[config.mk]
export PLATFORM = sky130hd
export DESIGN_NAME = obstacle_scheduler
export DESIGN_NICKNAME = d
export VERILOG_FILES = /design/src/rtl/game_pkg.sv /design/src/rtl/lfsr16.sv /design/src/rtl/obstacle_scheduler.sv
export SDC_FILE = /design/constraint.sdc
export NUM_CORES = 1
export LEC_CHECK = 0
export ABC_CLOCK_PERIOD_IN_PS = 6890
export CORE_MARGIN = 2
export CORE_UTILIZATION = 40
export CTS_BUF_LIST = sky130_fd_sc_hd__clkbuf_8
export DETAILED_ROUTE_END_ITERATION = 16
export GPL_TIMING_DRIVEN = 1
export SLEW_MARGIN = 20
export SYNTH_ARGS = -nofsm -noshare
export SYNTH_HDL_FRONTEND = slang
export SYNTH_SLANG_ARGS = --single-unit
[constraint.sdc]
create_clock -name clk -period 6.89 [get_ports clk]
set_clock_uncertainty 0.2 [all_clocks]
set_input_delay 2.067 -clock clk [delete_from_list [all_inputs] [get_ports clk]]
set_output_delay 2.067 -clock clk [all_outputs]
set_load 0.05 [all_outputs]
[src/rtl/game_pkg.sv]
// Shared game constants and encodings used by the obstacle scheduler and the
// pixel renderer.
package game_pkg;

  typedef enum logic [1:0] {
    GM_INIT  = 2'b00,
    GM_RUN   = 2'b01,
    GM_PAUSE = 2'b10,
    GM_OVER  = 2'b11
  } gamemode_t;

  localparam int SCREEN_W    = 640;
  localparam int SCREEN_H_PX = 480;

  localparam int NUM_SLOTS  = 10;
  localparam int SLOT_IDX_W = 4;
  localparam int X_W        = 10;
  localparam int Y_W        = 9;
  localparam int X_STRIDE   = 20;
  localparam int Y_STRIDE   = 18;

  typedef enum logic [1:0] {
    ST_IDLE,
    ST_SCROLL,
    ST_SPAWN
  } sched_state_t;

endpackage

[src/rtl/lfsr16.sv]
// 16-bit left-shifting Fibonacci LFSR (taps 15,13,12,10) that steps only when
// asked, so the sequence is tied to spawn attempts rather than to time.
module lfsr16
  import game_pkg::*;
#(
  parameter logic [15:0] SEED = 16'hACE1
) (
  input  logic        clk,
  input  logic        rst_n,
  input  logic        advance,
  output logic [15:0] state
);

  always_ff @(posedge clk) begin
    if (!rst_n) begin
      state <= SEED;
    end else if (advance) begin
      state <= {state[14:0], state[15] ^ state[13] ^ state[12] ^ state[10]};
    end
  end

endmodule

[src/rtl/obstacle_scheduler.sv]
// Owns the obstacle slots: per accepted frame tick it scrolls every active slot
// left, frees those that left the screen, then periodically spawns a new one.
module obstacle_scheduler
  import game_pkg::*;
#(
  parameter int          SPEED     = 4,
  parameter int          SPAWN_GAP = 60,
  parameter int          OBS_W     = 40,
  parameter int          SPAWN_X   = 640,
  parameter int          SCREEN_H  = 480,
  parameter int          MIN_H     = 80,
  parameter logic [15:0] LFSR_SEED = 16'hACE1
) (
  input  logic                          clk,
  input  logic                          rst_n,
  input  logic                          frame_tick,
  input  logic [1:0]                    gamemode,
  output logic [NUM_SLOTS*X_STRIDE-1:0] obstacle_x,
  output logic [NUM_SLOTS*Y_STRIDE-1:0] obstacle_y,
  output logic [NUM_SLOTS-1:0]          active,
  output logic                          busy,
  output logic                          spawn_drop
);

  localparam int GAP_W = (SPAWN_GAP > 1) ? $clog2(SPAWN_GAP) : 1;

  localparam logic [X_W-1:0]        SPEED_X   = X_W'(SPEED);
  localparam logic [X_W-1:0]        SPAWN_L   = X_W'(SPAWN_X);
  localparam logic [X_W-1:0]        SPAWN_R   = X_W'(SPAWN_X + OBS_W);
  localparam logic [Y_W-1:0]        BOTTOM_Y  = Y_W'(SCREEN_H);
  localparam logic [Y_W-1:0]        MIN_H_Y   = Y_W'(MIN_H);
  localparam logic [GAP_W-1:0]      GAP_LAST  = GAP_W'(SPAWN_GAP - 1);
  localparam logic [SLOT_IDX_W-1:0] LAST_SLOT = SLOT_IDX_W'(NUM_SLOTS - 1);

  sched_state_t            state, state_next;
  logic [SLOT_IDX_W-1:0]   idx, idx_next;
  logic [GAP_W-1:0]        gap_cnt;

  logic [X_W-1:0]          left_q  [NUM_SLOTS];
  logic [X_W-1:0]          right_q [NUM_SLOTS];
  logic [Y_W-1:0]          top_q   [NUM_SLOTS];
  logic [Y_W-1:0]          bot_q   [NUM_SLOTS];

  logic                    clear;
  logic                    spawn_try;
  logic                    full;
  logic [SLOT_IDX_W-1:0]   free_idx;
  logic [15:0]             lfsr;
  logic [Y_W-1:0]          spawn_h, spawn_top, spawn_bot;
  logic                    unused_lfsr_bits;

  // Left edge clamps at the screen edge while the right edge keeps scrolling.
  function automatic logic [X_W-1:0] sat_sub(input logic [X_W-1:0] a);
    return (a >= SPEED_X) ? a - SPEED_X : '0;
  endfunction

  assign clear            = (gamemode == GM_INIT);
  assign unused_lfsr_bits = ^lfsr[15:7];

  lfsr16 #(
    .SEED(LFSR_SEED)
  ) u_lfsr (
    .clk    (clk),
    .rst_n  (rst_n),
    .advance(spawn_try),
    .state  (lfsr)
  );

  always_comb begin
    state_next = state;
    idx_next   = idx;
    spawn_try  = 1'b0;
    unique case (state)
      ST_IDLE: begin
        if (frame_tick && gamemode == GM_RUN) begin
          state_next = ST_SCROLL;
          idx_next   = '0;
        end
      end
      ST_SCROLL: begin
        if (idx == LAST_SLOT) state_next = ST_SPAWN;
        else                  idx_next   = idx + SLOT_IDX_W'(1);
      end
      ST_SPAWN: begin
        state_next = ST_IDLE;
        spawn_try  = (gap_cnt == GAP_LAST);
      end
      default: state_next = ST_IDLE;
    endcase
    // Mode 00 overrides whatever the walk was doing.
    if (clear) begin
      state_next = ST_IDLE;
      idx_next   = '0;
      spawn_try  = 1'b0;
    end
  end

  // Lowest-index free slot; slots freed during this frame's scroll count.
  always_comb begin
    free_idx = '0;
    full     = 1'b1;
    for (int i = NUM_SLOTS - 1; i >= 0; i--) begin
      if (!active[i]) begin
        free_idx = SLOT_IDX_W'(i);
        full     = 1'b0;
      end
    end
  end

  always_comb begin
    spawn_h   = MIN_H_Y + {{(Y_W-6){1'b0}}, lfsr[5:0]};
    spawn_top = lfsr[6] ? BOTTOM_Y - spawn_h : '0;
    spawn_bot = lfsr[6] ? BOTTOM_Y : spawn_h;
  end

  always_ff @(posedge clk) begin
    if (!rst_n) begin
      state <= ST_IDLE;
      idx   <= '0;
      busy  <= 1'b0;
    end else begin
      state <= state_next;
      idx   <= idx_next;
      busy  <= (state_next != ST_IDLE);
    end
  end

  always_ff @(posedge clk) begin
    if (!rst_n || clear) begin
      for (int i = 0; i < NUM_SLOTS; i++) begin
        left_q[i]  <= '0;
        right_q[i] <= '0;
        top_q[i]   <= '0;
        bot_q[i]   <= '0;
      end
      active     <= '0;
      gap_cnt    <= '0;
      spawn_drop <= 1'b0;
    end else begin
      spawn_drop <= spawn_try && full;
      if (state == ST_SCROLL && active[idx]) begin
        if (right_q[idx] <= SPEED_X) begin
          left_q[idx]  <= '0;
          right_q[idx] <= '0;
          top_q[idx]   <= '0;
          bot_q[idx]   <= '0;
          active[idx]  <= 1'b0;
        end else begin
          right_q[idx] <= right_q[idx] - SPEED_X;
          left_q[idx]  <= sat_sub(left_q[idx]);
        end
      end
      if (state == ST_SPAWN) begin
        gap_cnt <= (gap_cnt == GAP_LAST) ? '0 : gap_cnt + GAP_W'(1);
      end
      if (spawn_try && !full) begin
        left_q[free_idx]  <= SPAWN_L;
        right_q[free_idx] <= SPAWN_R;
        top_q[free_idx]   <= spawn_top;
        bot_q[free_idx]   <= spawn_bot;
        active[free_idx]  <= 1'b1;
      end
    end
  end

  always_comb begin
    obstacle_x = '0;
    obstacle_y = '0;
    for (int i = 0; i < NUM_SLOTS; i++) begin
      obstacle_x[i*X_STRIDE +: X_W]       = left_q[i];
      obstacle_x[i*X_STRIDE + X_W +: X_W] = right_q[i];
      obstacle_y[i*Y_STRIDE +: Y_W]       = top_q[i];
      obstacle_y[i*Y_STRIDE + Y_W +: Y_W] = bot_q[i];
    end
  end

endmodule

==> results of run 1 <==
[tightest hold or removal path: stages, from the launching register on]
cell	delay, ns
dfxtp_1	0.31
nand2_1	0.05
a21boi_0	0.06
[metal layers]
metal	vias up	wire (µm)	GRT usage
li1	6532	-	-
met1	7542	26700	0.301
met2	773	33600	0.399
met3	105	5970	0.0599
met4	0	1580	0.0706
met5	-	0	0
[logic make-up (layout without fill, tap and decap cells)]
logic type / Yosys count / count (layout) / synth area share
AO/OA/AOI/OAI: 125 / 125 / 0.0441
AND/OR/NAND/NOR: 571 / 571 / 0.113
adder cells (fa/ha/maj): 12 / 12 / 0.00680
buffers and inverters: 147 / 657 / 0.0313
other: 1 / 120 / 0.000170
XOR/XNOR: 23 / 23 / 0.00946
multiplexers: 92 / 92 / 0.0889
flip-flops: 534 / 534 / 0.706
[cell type report]
type	instances	area share
Multi-Input combinational cell	943	0.217
Tap cell	704	0.0305
Sequential cell	534	0.540
Inverter	56	0.00728
Timing Repair Buffer	441	0.149
Clock inverter	67	0.0111
Clock buffer	93	0.0443
[power groups by stage]
| stage | registers [mW] | clock network [mW] | logic [mW] |
|---|---|---|---|
| 2_1_floorplan | 4.21 | 0 | 0.174 |
| 3_3_place_gp | 3.84 | 0 | 0.887 |
| 3_5_place_dp | 3.84 | 0 | 0.890 |
| 4_1_cts | 3.77 | 2.62 | 0.892 |
| 5_1_grt | 3.78 | 2.76 | 0.922 |
| 6_report | 3.77 | 2.57 | 0.890 |
[metrics by stage]
| stage | worst slack (ns) | utilization | hold slack, ns | instance area (µm²) |
|---|---|---|---|---|
| 2_1_floorplan | 1.07 | - | 0.240 | 22500 |
| 3_3_place_gp | 1.19 | 0.497 | 0.249 | 27300 |
| 3_5_place_dp | 1.05 | 0.497 | 0.254 | 27300 |
| 4_1_cts | 1.72 | 0.526 | 0.265 | 28900 |
| 5_1_grt | 1.46 | 0.526 | 0.291 | 28900 |
| 6_report | 1.70 | 0.526 | 0.261 | 28900 |
[cell usage after synthesis (6+ instances only)]
library cell | n | area share
ha_1 | 12 | 0.0068
dfxtp_1 | 44 | 0.040
xnor2_1 | 14 | 0.0056
buf_2 | 21 | 0.0048
edfxtp_1 | 490 | 0.67
nor2b_1 | 9 | 0.0025
nor3_1 | 22 | 0.0050
nand3_1 | 27 | 0.0061
o21ai_0 | 15 | 0.0034
a21boi_0 | 13 | 0.0044
buf_1 | 7 | 0.0012
mux2i_1 | 6 | 0.0027
a21oi_1 | 16 | 0.0036
nand2_1 | 106 | 0.018
inv_2 | 7 | 0.0012
o21ai_1 | 8 | 0.0018
mux4_2 | 83 | 0.085
a22oi_1 | 25 | 0.0085
buf_4 | 12 | 0.0041
nor2_4 | 9 | 0.0046
buf_6 | 6 | 0.0031
clkbuf_1 | 43 | 0.0073
inv_1 | 49 | 0.0083
nor2_1 | 345 | 0.059
xor2_1 | 8 | 0.0032
[flip-flops by register name (all words and copies together), names as in the netlist, named ones only]
name and cells:
state 2, bot_q 80, left_q 160, u_lfsr.state 16, right_q 160, gap_cnt 6, busy 1, spawn_drop 1
top_q 90, active 10, idx 4
[final timing paths]
kind | slack (ns) | endpoint | from | depth (start not counted)
setup / recovery | 1.70 | bot_q[5][2] | gamemode[1] | 8
hold / removal | 0.26 | u_lfsr.state[12] | u_lfsr.state[11] | 2
hold reg to reg | 0.26 | u_lfsr.state[12] | u_lfsr.state[11] | 2
setup reg to reg | 1.73 | bot_q[5][2] | register | 11
[cells in the final DEF (no fill, tap or decap), types with 4 or more instances in the layout]
master | synthesis | final
nand3b_1 | 4 | 4
clkbuf_8 | 0 | 93
inv_1 | 49 | 78
or2_1 | 5 | 5
inv_2 | 7 | 7
a21oi_1 | 16 | 16
and3_1 | 4 | 4
nor2_1 | 345 | 344
mux4_2 | 83 | 83
nor2_4 | 9 | 9
nand3_1 | 27 | 27
dfxtp_1 | 44 | 41
a31oi_1 | 4 | 4
clkinv_2 | 0 | 10
nand4_1 | 5 | 5
edfxtp_1 | 490 | 490
a22o_1 | 4 | 4
clkinv_1 | 0 | 22
conb_1 | 1 | 120
a22oi_1 | 25 | 25
clkdlybuf4s50_1 | 0 | 396
o21ai_1 | 8 | 7
ha_1 | 12 | 12
or2_2 | 4 | 4
and2_1 | 5 | 5
o21ai_0 | 15 | 14
nand2_1 | 106 | 106
buf_4 | 12 | 44
a21boi_0 | 13 | 13
nor3_1 | 22 | 22
nor2b_1 | 9 | 7
a21oi_2 | 4 | 4
xor2_1 | 8 | 8
xnor2_1 | 14 | 14
mux2i_1 | 6 | 6
or3_1 | 4 | 4
==> results.sh, run 1 <==
export IMPL_antenna_found_initial=0
export IMPL_yosys_warnings=0
export IMPL_period_share=0.753
export IMPL_row_count=86
export IMPL_p_total_mw=7.23
export IMPL_cts_tree="built"
export IMPL_die_y_um=239
export IMPL_ys_seq_area_frac=0.706
export IMPL_criticalPathCategory="primary input to register"
export IMPL_grt_pass1_wl_um=97700
export IMPL_detailed_place_hpwl_um=46000
export IMPL_first_pass_iters=5
export IMPL_clock_latency_ns=0.69
export IMPL_ys_ff_latch=534
export IMPL_post_cts_buffers=0
export IMPL_portBuffers=396
export IMPL_path_max_fanout=18
export IMPL_avgSynthCellArea_um2=14.7
export IMPL_core_um2=54900
export IMPL_areaGrowthSynthToFinish_pct=30.8
export IMPL_fp_dieW_um=239
export IMPL_period_needed_ns=5.19
export IMPL_start_util=0.403
export IMPL_synth_area_um2=22100
export IMPL_syn_inst=1505
export IMPL_boundaryPins=397
export IMPL_ir_drop_uv=142
export IMPL_dieArea_um2=57100
export IMPL_ant_nets=0
export IMPL_wl_um=67900
export IMPL_crit_chain="clkdlybuf4s50_1 -> o21ai_1 -> buf_4 -> or2_2 -> or2_0 -> o32a_1 -> nand2_1 -> nand2_1"
export IMPL_crit_path_top_delay_cell="nand2_1"
export IMPL_crit_arrival_ns=5.25
export IMPL_power_frac_seq=0.521
export IMPL_numClockSinks=534
export IMPL_worstMarginPinSlew_ns=1.11
export IMPL_ys_async_sr_fraction=0
export IMPL_start_kind="primary input"
export IMPL_powerDensity_nw_per_um2=250
export IMPL_multi_input_area_um2=6270
export IMPL_gr_total_overflow=0
export IMPL_wl_per_cell_um=23.9
export IMPL_required_ns=6.95
export IMPL_final_cells=2838
export IMPL_p_sw_mw=2.00
export IMPL_ys_types=79
export IMPL_remaining_drc_errors=0
export IMPL_cts_root_buffer="clkbuf_8"
export IMPL_grt_max_degree=38
export IMPL_gp_congestion=0.822
export IMPL_finalMaxSlewViolations=0
export IMPL_cts_path_max_buffers=3
export IMPL_nets=2082
export IMPL_seqCellArea_um2=15600
export IMPL_swShare=0.277
export IMPL_cts_made_buffers=89
export IMPL_path_common_cell="nand2_1"
export IMPL_drt_iter0_drc=1581
export IMPL_n_antenna_cell=0
export IMPL_viasPerCell=5.27
export IMPL_critical_path_top_delay_family="simple AND/OR/NAND/NOR gates"
export IMPL_cts_htree_levels=3
export IMPL_grt_usage=0.236
export IMPL_rsz0062_at_grt="false"
export IMPL_end_kind="register"
export IMPL_clkPwrFrac=0.356
export IMPL_drive_gt1_frac=0.139
export IMPL_cts_resized=0
export IMPL_n_fill_cell=4696
export IMPL_grt_pass1_vias=14860
export IMPL_max_slew_margin_rel=0.261
export IMPL_synth_edf_count=490
export IMPL_hp_class="register to register"
export IMPL_path_buf_inv=2
export IMPL_report_final_hold_viol_count=0
export IMPL_status="completed"
export IMPL_vias=14952
export IMPL_hold_buffers=0
export IMPL_leakage_nw=10.2
export IMPL_max_stage_delay_ns=0.56
export IMPL_placedCellCount=2678
export IMPL_maxCapViolCount=0
export IMPL_p_int_mw=5.23
export IMPL_ys_flop_type="edfxtp_1"
export IMPL_setup_tns_ns=0
export IMPL_p_comb_frac=0.123
export IMPL_setup_viol_count_final=0
export IMPL_cts_reportedPaths_clkPinSlew_ns=0.06
export IMPL_max_freq_mhz=193
(Power assumes the default switching activity.)
==> run 2, diff against run 1 <==
- ABC_CLOCK_PERIOD_IN_PS: 6890 -> 4550
- PLACE_DENSITY: default -> 0.66
- clock period: 6.89 -> 4.55 ns (I/O delays scaled with it)
==> run 2 against run 1 <==
  * Via count up 0.87%
  * Die area is the same
  * Combinational power rose by 56%
  * Worst hold slack better by 0.0036 ns
  * Non-clock buffer count rose by 52
  * Core utilization up 1.3 points
  * Sequential cell count unchanged
  * Sequential share of layout area down 1.3 points
  * Global-route usage down 0.55 points
  * Total power increased by 53%
  * Setup slack lost 1.5 ns
  * Final area grew 2.5%
==> results.sh, run 2 (same netlist as run 1, synthesis figures left out) <==
export IMPL_antenna_found_initial=0
export IMPL_drive_gt1_frac=0.162
export IMPL_timing_hold_ws_ns=0.265
export IMPL_start_kind="register"
export IMPL_core_um2=54900
export IMPL_start_util=0.403
export IMPL_status="completed"
export IMPL_period_needed_ns=4.34
export IMPL_cts_tree="built"
export IMPL_hp_start="u_lfsr.state[8]"
export IMPL_pre_cts_slack_ns=-0.0158
export IMPL_crit_chain="mux4_2 -> mux4_2 -> inv_1 -> ha_1 -> or3b_1 -> a21oi_4 -> nor3_1 -> buf_4 -> or2_1 -> buf_4 -> a21oi_2 -> inv_1"
export IMPL_max_slew_margin_rel=0.400
export IMPL_setup_viol_count_final=0
export IMPL_report_final_hold_viol_count=0
export IMPL_leakage_nw=10.6
export IMPL_numClockSinks=534
export IMPL_placedCellCount=2729
export IMPL_worstMarginPinSlew_ns=0.892
export IMPL_min_path_cells=2
export IMPL_r2r_cells=12
export IMPL_n_fill_cell=4522
export IMPL_ir_drop_uv=237
export IMPL_gp_congestion=0.877
export IMPL_cts_htree_levels=3
export IMPL_power_frac_seq=0.514
export IMPL_detailed_place_hpwl_um=46300
export IMPL_wl_um=66300
export IMPL_seqCellArea_um2=15600
export IMPL_required_ns=4.71
export IMPL_grt_usage=0.231
export IMPL_maxCapViolCount=0
export IMPL_p_sw_mw=3.02
export IMPL_setup_tns_ns=0
export IMPL_gr_total_overflow=0
export IMPL_remaining_drc_errors=0
export IMPL_finalMaxSlewViolations=0
export IMPL_crit_arrival_ns=4.50
export IMPL_p_comb_frac=0.125
export IMPL_cts_root_buffer="clkbuf_8"
export IMPL_final_core_util=0.539
export IMPL_row_count=86
export IMPL_clkPwrFrac=0.361
export IMPL_final_cell_mix="edfxtp_1, clkdlybuf4s50_1, nor2_1"
export IMPL_die_y_um=239
export IMPL_multi_input_area_um2=6350
export IMPL_drt_iter0_drc=1423
export IMPL_period_share=0.954
export IMPL_swShare=0.272
export IMPL_ant_nets=0
export IMPL_criticalPathCategory="register to register"
export IMPL_r2r_setup_slack_ns=0.21
export IMPL_grt_pass1_vias=15287
export IMPL_nets=2133
export IMPL_cts_made_buffers=88
export IMPL_path_max_fanout=10
export IMPL_r2r_end="right_q[11][7]"
export IMPL_viasPerCell=5.23
export IMPL_hold_end="u_lfsr.state[8]"
export IMPL_cts_reportedPaths_clkPinSlew_ns=0.06
export IMPL_hp_class="register to register"
export IMPL_areaGrowthSynthToFinish_pct=34.0
export IMPL_first_pass_iters=7
export IMPL_end_kind="register"
export IMPL_boundaryPins=397
export IMPL_crit_path_top_delay_cell="mux4_2"
export IMPL_rsz0062_at_grt="false"
export IMPL_layout_commonest_cell="edfxtp_1"
export IMPL_grt_pass1_wl_um=96300
export IMPL_clock_latency_ns=0.67
export IMPL_max_stage_delay_ns=0.54
export IMPL_final_cells=2884
export IMPL_reg_top3="left_q: 160 flops, right_q: 160 flops, top_q: 90 flops"
export IMPL_fp_dieW_um=239
export IMPL_portBuffers=396
export IMPL_grt_max_degree=57
export IMPL_p_int_mw=8.07
export IMPL_max_freq_mhz=230
export IMPL_wl_per_cell_um=23.0
export IMPL_n_antenna_cell=0
export IMPL_cts_path_max_buffers=3
export IMPL_dieArea_um2=57100
export IMPL_vias=15082
export IMPL_fin_ws_ns=0.211
export IMPL_powerDensity_nw_per_um2=374
[run 2: layer usage]
metal	up-vias	wire length (µm)	global-route usage
met5	-	0	0
met2	880	32500	0.388
met1	7453	25700	0.295
li1	6624	-	-
met4	0	1830	0.0811
met3	125	6260	0.0532
[run 2: worst max path at each step]
stage	startpoint	end	slack (ns)	depth (start not counted)
2_1_floorplan	register	bot_q[7][0]	-0.01	16
3_3_place_gp	rst_n	top_q[0][6]	0.05	8
3_5_place_dp	gamemode[1]	right_q[14][7]	-0.02	10
4_1_cts	register	bot_q[9][5]	0.04	9
5_1_grt	register	bot_q[7][2]	0.007	9
6_report	register	right_q[11][7]	0.21	12
[run 2: timing repair]
action	in CTS	in global routing
setup endpoints to repair	0	31
hold endpoints to repair	0	0
hold buffers	0	0
setup buffers	0	1
resized for setup	0	3
[run 2: per-stage QoR]
stage | area (µm²) | total power [mW]
6_report | 29600 | 11.1
5_1_grt | 29600 | 11.4
4_1_cts | 29600 | 11.2
3_5_place_dp | 27900 | 7.17
3_3_place_gp | 27900 | 7.16
2_1_floorplan | 22600 | 6.65
[run 2: power by group through the flow]
stage | Clock [mW] | Combinational, mW | Sequential (mW)
4_1_cts | 4.09 | 1.38 | 5.69
2_1_floorplan | 0 | 0.271 | 6.38
6_report | 4.01 | 1.39 | 5.69
5_1_grt | 4.29 | 1.43 | 5.71
3_3_place_gp | 0 | 1.38 | 5.79
3_5_place_dp | 0 | 1.38 | 5.79
[run 2: area by class of cell]
type	count	share of cell area
clock buffers	90	0.0418
well taps	704	0.0298
clock inverters	64	0.0134
repair buffers	493	0.166
flip-flops and latches	534	0.527
inverters	56	0.00710
multi-input cells	943	0.215
[run 2: critical path, delay by kind of cell (launching register included)]
kind / cells / cell delay (ns)
DFF: 1 / 0.44
muxes: 2 / 1.08
AOI/OAI and AO/OA: 2 / 0.74
adders and majority gates: 1 / 0.18
buffers and inverters: 4 / 0.68
and+or+nand+nor: 3 / 0.71
==> run 3, diff against run 2 <==
- CORE_UTILIZATION: 40 -> 49
- PLACE_DENSITY: 0.66 -> 0.78
==> run 3 against run 2 <==
  * Via count rose by 1.5%
  * Die area fell by 18%
  * Critical path depth did not move
  * Sequential cell count did not move
  * Sequential power barely moved
  * Total power fell by 2.3%
  * Combinational power barely moved
  * Critical path type unchanged
  * Largest cell class unchanged
==> results.sh, run 3 (same netlist as run 1, synthesis figures left out) <==
export IMPL_status="completed"
export IMPL_grt_pass1_vias=15171
export IMPL_grt_pass1_wl_um=93400
export IMPL_leakage_nw=10.5
export IMPL_antenna_found_initial=0
export IMPL_drive_gt1_frac=0.159
export IMPL_n_antenna_cell=0
export IMPL_drt_iter0_drc=1578
export IMPL_hold_end="u_lfsr.state[12]"
export IMPL_ant_nets=0
export IMPL_reg_top3="left_q: 160 flops, right_q: 160 flops, top_q: 90 flops"
export IMPL_final_cell_mix="edfxtp_1, clkdlybuf4s50_1, nor2_1"
export IMPL_rsz0062_at_grt="false"
export IMPL_fin_ws_ns=0.289
export IMPL_max_freq_mhz=235
export IMPL_path_buf_inv=4
export IMPL_r2r_setup_slack_ns=0.29
export IMPL_core_um2=44300
export IMPL_path_max_fanout=10
export IMPL_viasPerCell=5.53
export IMPL_wl_um=63700
export IMPL_gr_total_overflow=0
export IMPL_start_util=0.498
export IMPL_numClockSinks=534
export IMPL_grt_usage=0.271
export IMPL_gp_congestion=0.905
export IMPL_cts_tree="built"
export IMPL_r2r_cells=12
export IMPL_period_share=0.937
export IMPL_portBuffers=396
export IMPL_die_y_um=216
export IMPL_setup_viol_count_final=0
export IMPL_r2r_end="right_q[12][3]"
export IMPL_n_fill_cell=3093
export IMPL_ir_drop_uv=262
export IMPL_cts_path_max_buffers=3
export IMPL_remaining_drc_errors=0
export IMPL_cts_root_buffer="clkbuf_8"
export IMPL_crit_arrival_ns=4.38
export IMPL_cts_htree_levels=3
export IMPL_clock_latency_ns=0.64
export IMPL_row_count=77
export IMPL_worstMarginPinSlew_ns=1.06
export IMPL_crit_chain="mux4_2 -> mux4_2 -> inv_1 -> ha_1 -> or3b_1 -> a21oi_4 -> nor3_1 -> buf_4 -> or2_1 -> buf_4 -> a21oi_2 -> inv_1"
export IMPL_finalMaxSlewViolations=0
export IMPL_boundaryPins=397
export IMPL_report_final_hold_viol_count=0
export IMPL_start_kind="register"
export IMPL_maxCapViolCount=0
export IMPL_fp_dieW_um=216
export IMPL_min_path_cells=2
export IMPL_detailed_place_hpwl_um=45100
export IMPL_final_core_util=0.662
export IMPL_critical_path_top_delay_family="multiplexers"
export IMPL_hp_start="u_lfsr.state[11]"
export IMPL_first_pass_iters=6
export IMPL_criticalPathCategory="register to register"
export IMPL_crit_path_top_delay_cell="mux4_2"
export IMPL_max_slew_margin_rel=0.291
export IMPL_period_needed_ns=4.26
export IMPL_end_kind="register"
export IMPL_vias=15308
export IMPL_cts_made_buffers=83
export IMPL_required_ns=4.67
export IMPL_dieArea_um2=46800
export IMPL_hp_class="register to register"
export IMPL_areaGrowthSynthToFinish_pct=32.8
export IMPL_p_total_mw=10.8
export IMPL_grt_max_degree=55
export IMPL_hold_buffers=0
export IMPL_timing_hold_ws_ns=0.264
export IMPL_max_stage_delay_ns=0.53
export IMPL_layout_commonest_cell="edfxtp_1"
export IMPL_cts_reportedPaths_clkPinSlew_ns=0.06
export IMPL_nets=2129
export IMPL_wl_per_cell_um=23.0
export IMPL_pre_cts_slack_ns=0.0208
export IMPL_powerDensity_nw_per_um2=369
[run 3: changes by cell type in the layout (fill, tap and decap cells not counted), moves of 2 or more]
cell / delta
buf_4: +4
clkinv_1: +10
clkinvlp_4: -2
clkinv_2: +2
inv_1: -8
clkbuf_8: -5
buf_12: -2
[run 3: final cells by class]
type | count | area [µm²] | area share
Sequential cell | 534 | 15600 | 0.532
Multi-Input combinational cell | 943 | 6350 | 0.216
Timing Repair Buffer | 494 | 4900 | 0.167
Clock buffer | 85 | 1170 | 0.0399
Tap cell | 592 | 741 | 0.0253
Clock inverter | 64 | 353 | 0.0120
Inverter | 56 | 210 | 0.00717
[run 3: power by group]
| part | internal [mW] | switching (mW) | total, mW | leakage (nW) |
|---|---|---|---|---|
| clock network | 1.91 | 1.83 | 3.75 | 0.854 |
| logic | 0.431 | 0.964 | 1.39 | 4.15 |
| registers | 5.57 | 0.121 | 5.69 | 5.49 |
[run 3: per-stage QoR]
| step | instance area, µm² | std cells | TNS (ns) |
|---|---|---|---|
| 5_1_grt | 29300 | 2768 | 0 |
| 4_1_cts | 29300 | 2766 | 0 |
| 3_3_place_gp | 27800 | 2617 | 0 |
| 6_report | 29300 | 2768 | 0 |
| 2_1_floorplan | 22600 | 1624 | -0.627 |
| 3_5_place_dp | 27800 | 2617 | 0 |
[run 3: routing by layer]
layer | share of wire | global-route usage | up-vias
li1 | - | - | 6630
met1 | 0.36 | 0.337 | 7525
met2 | 0.50 | 0.464 | 1001
met3 | 0.10 | 0.0549 | 152
met4 | 0.036 | 0.110 | 0
met5 | 0 | 0 | -
[run 3: worst max path at each step]
stage | end | slack [ns] | depth (start not counted)
after floorplan | bot_q[7][0] | -0.01 | 16
after global placement | bot_q[0][4] | 0.12 | 8
after detailed placement | right_q[13][3] | 0.02 | 10
after CTS | right_q[13][3] | 0.15 | 12
after global routing | right_q[13][3] | 0.11 | 12
final | right_q[12][3] | 0.29 | 12
[run 3: repair_timing]
item | CTS | global route
setup buffers | 0 | 2
resized for setup | 0 | 2
endpoints found under the hold margin | 0 | 0
setup endpoints to repair | 0 | 82
[run 3: worst register-to-register path: cells and delay by family (launching register included)]
kind	cells	cell delay [ns]
AOI/OAI and AO/OA	2	0.70
muxes	2	1.04
buffers and inverters	4	0.70
adders and majority gates	1	0.17
and+or+nand+nor	3	0.72
DFF	1	0.43
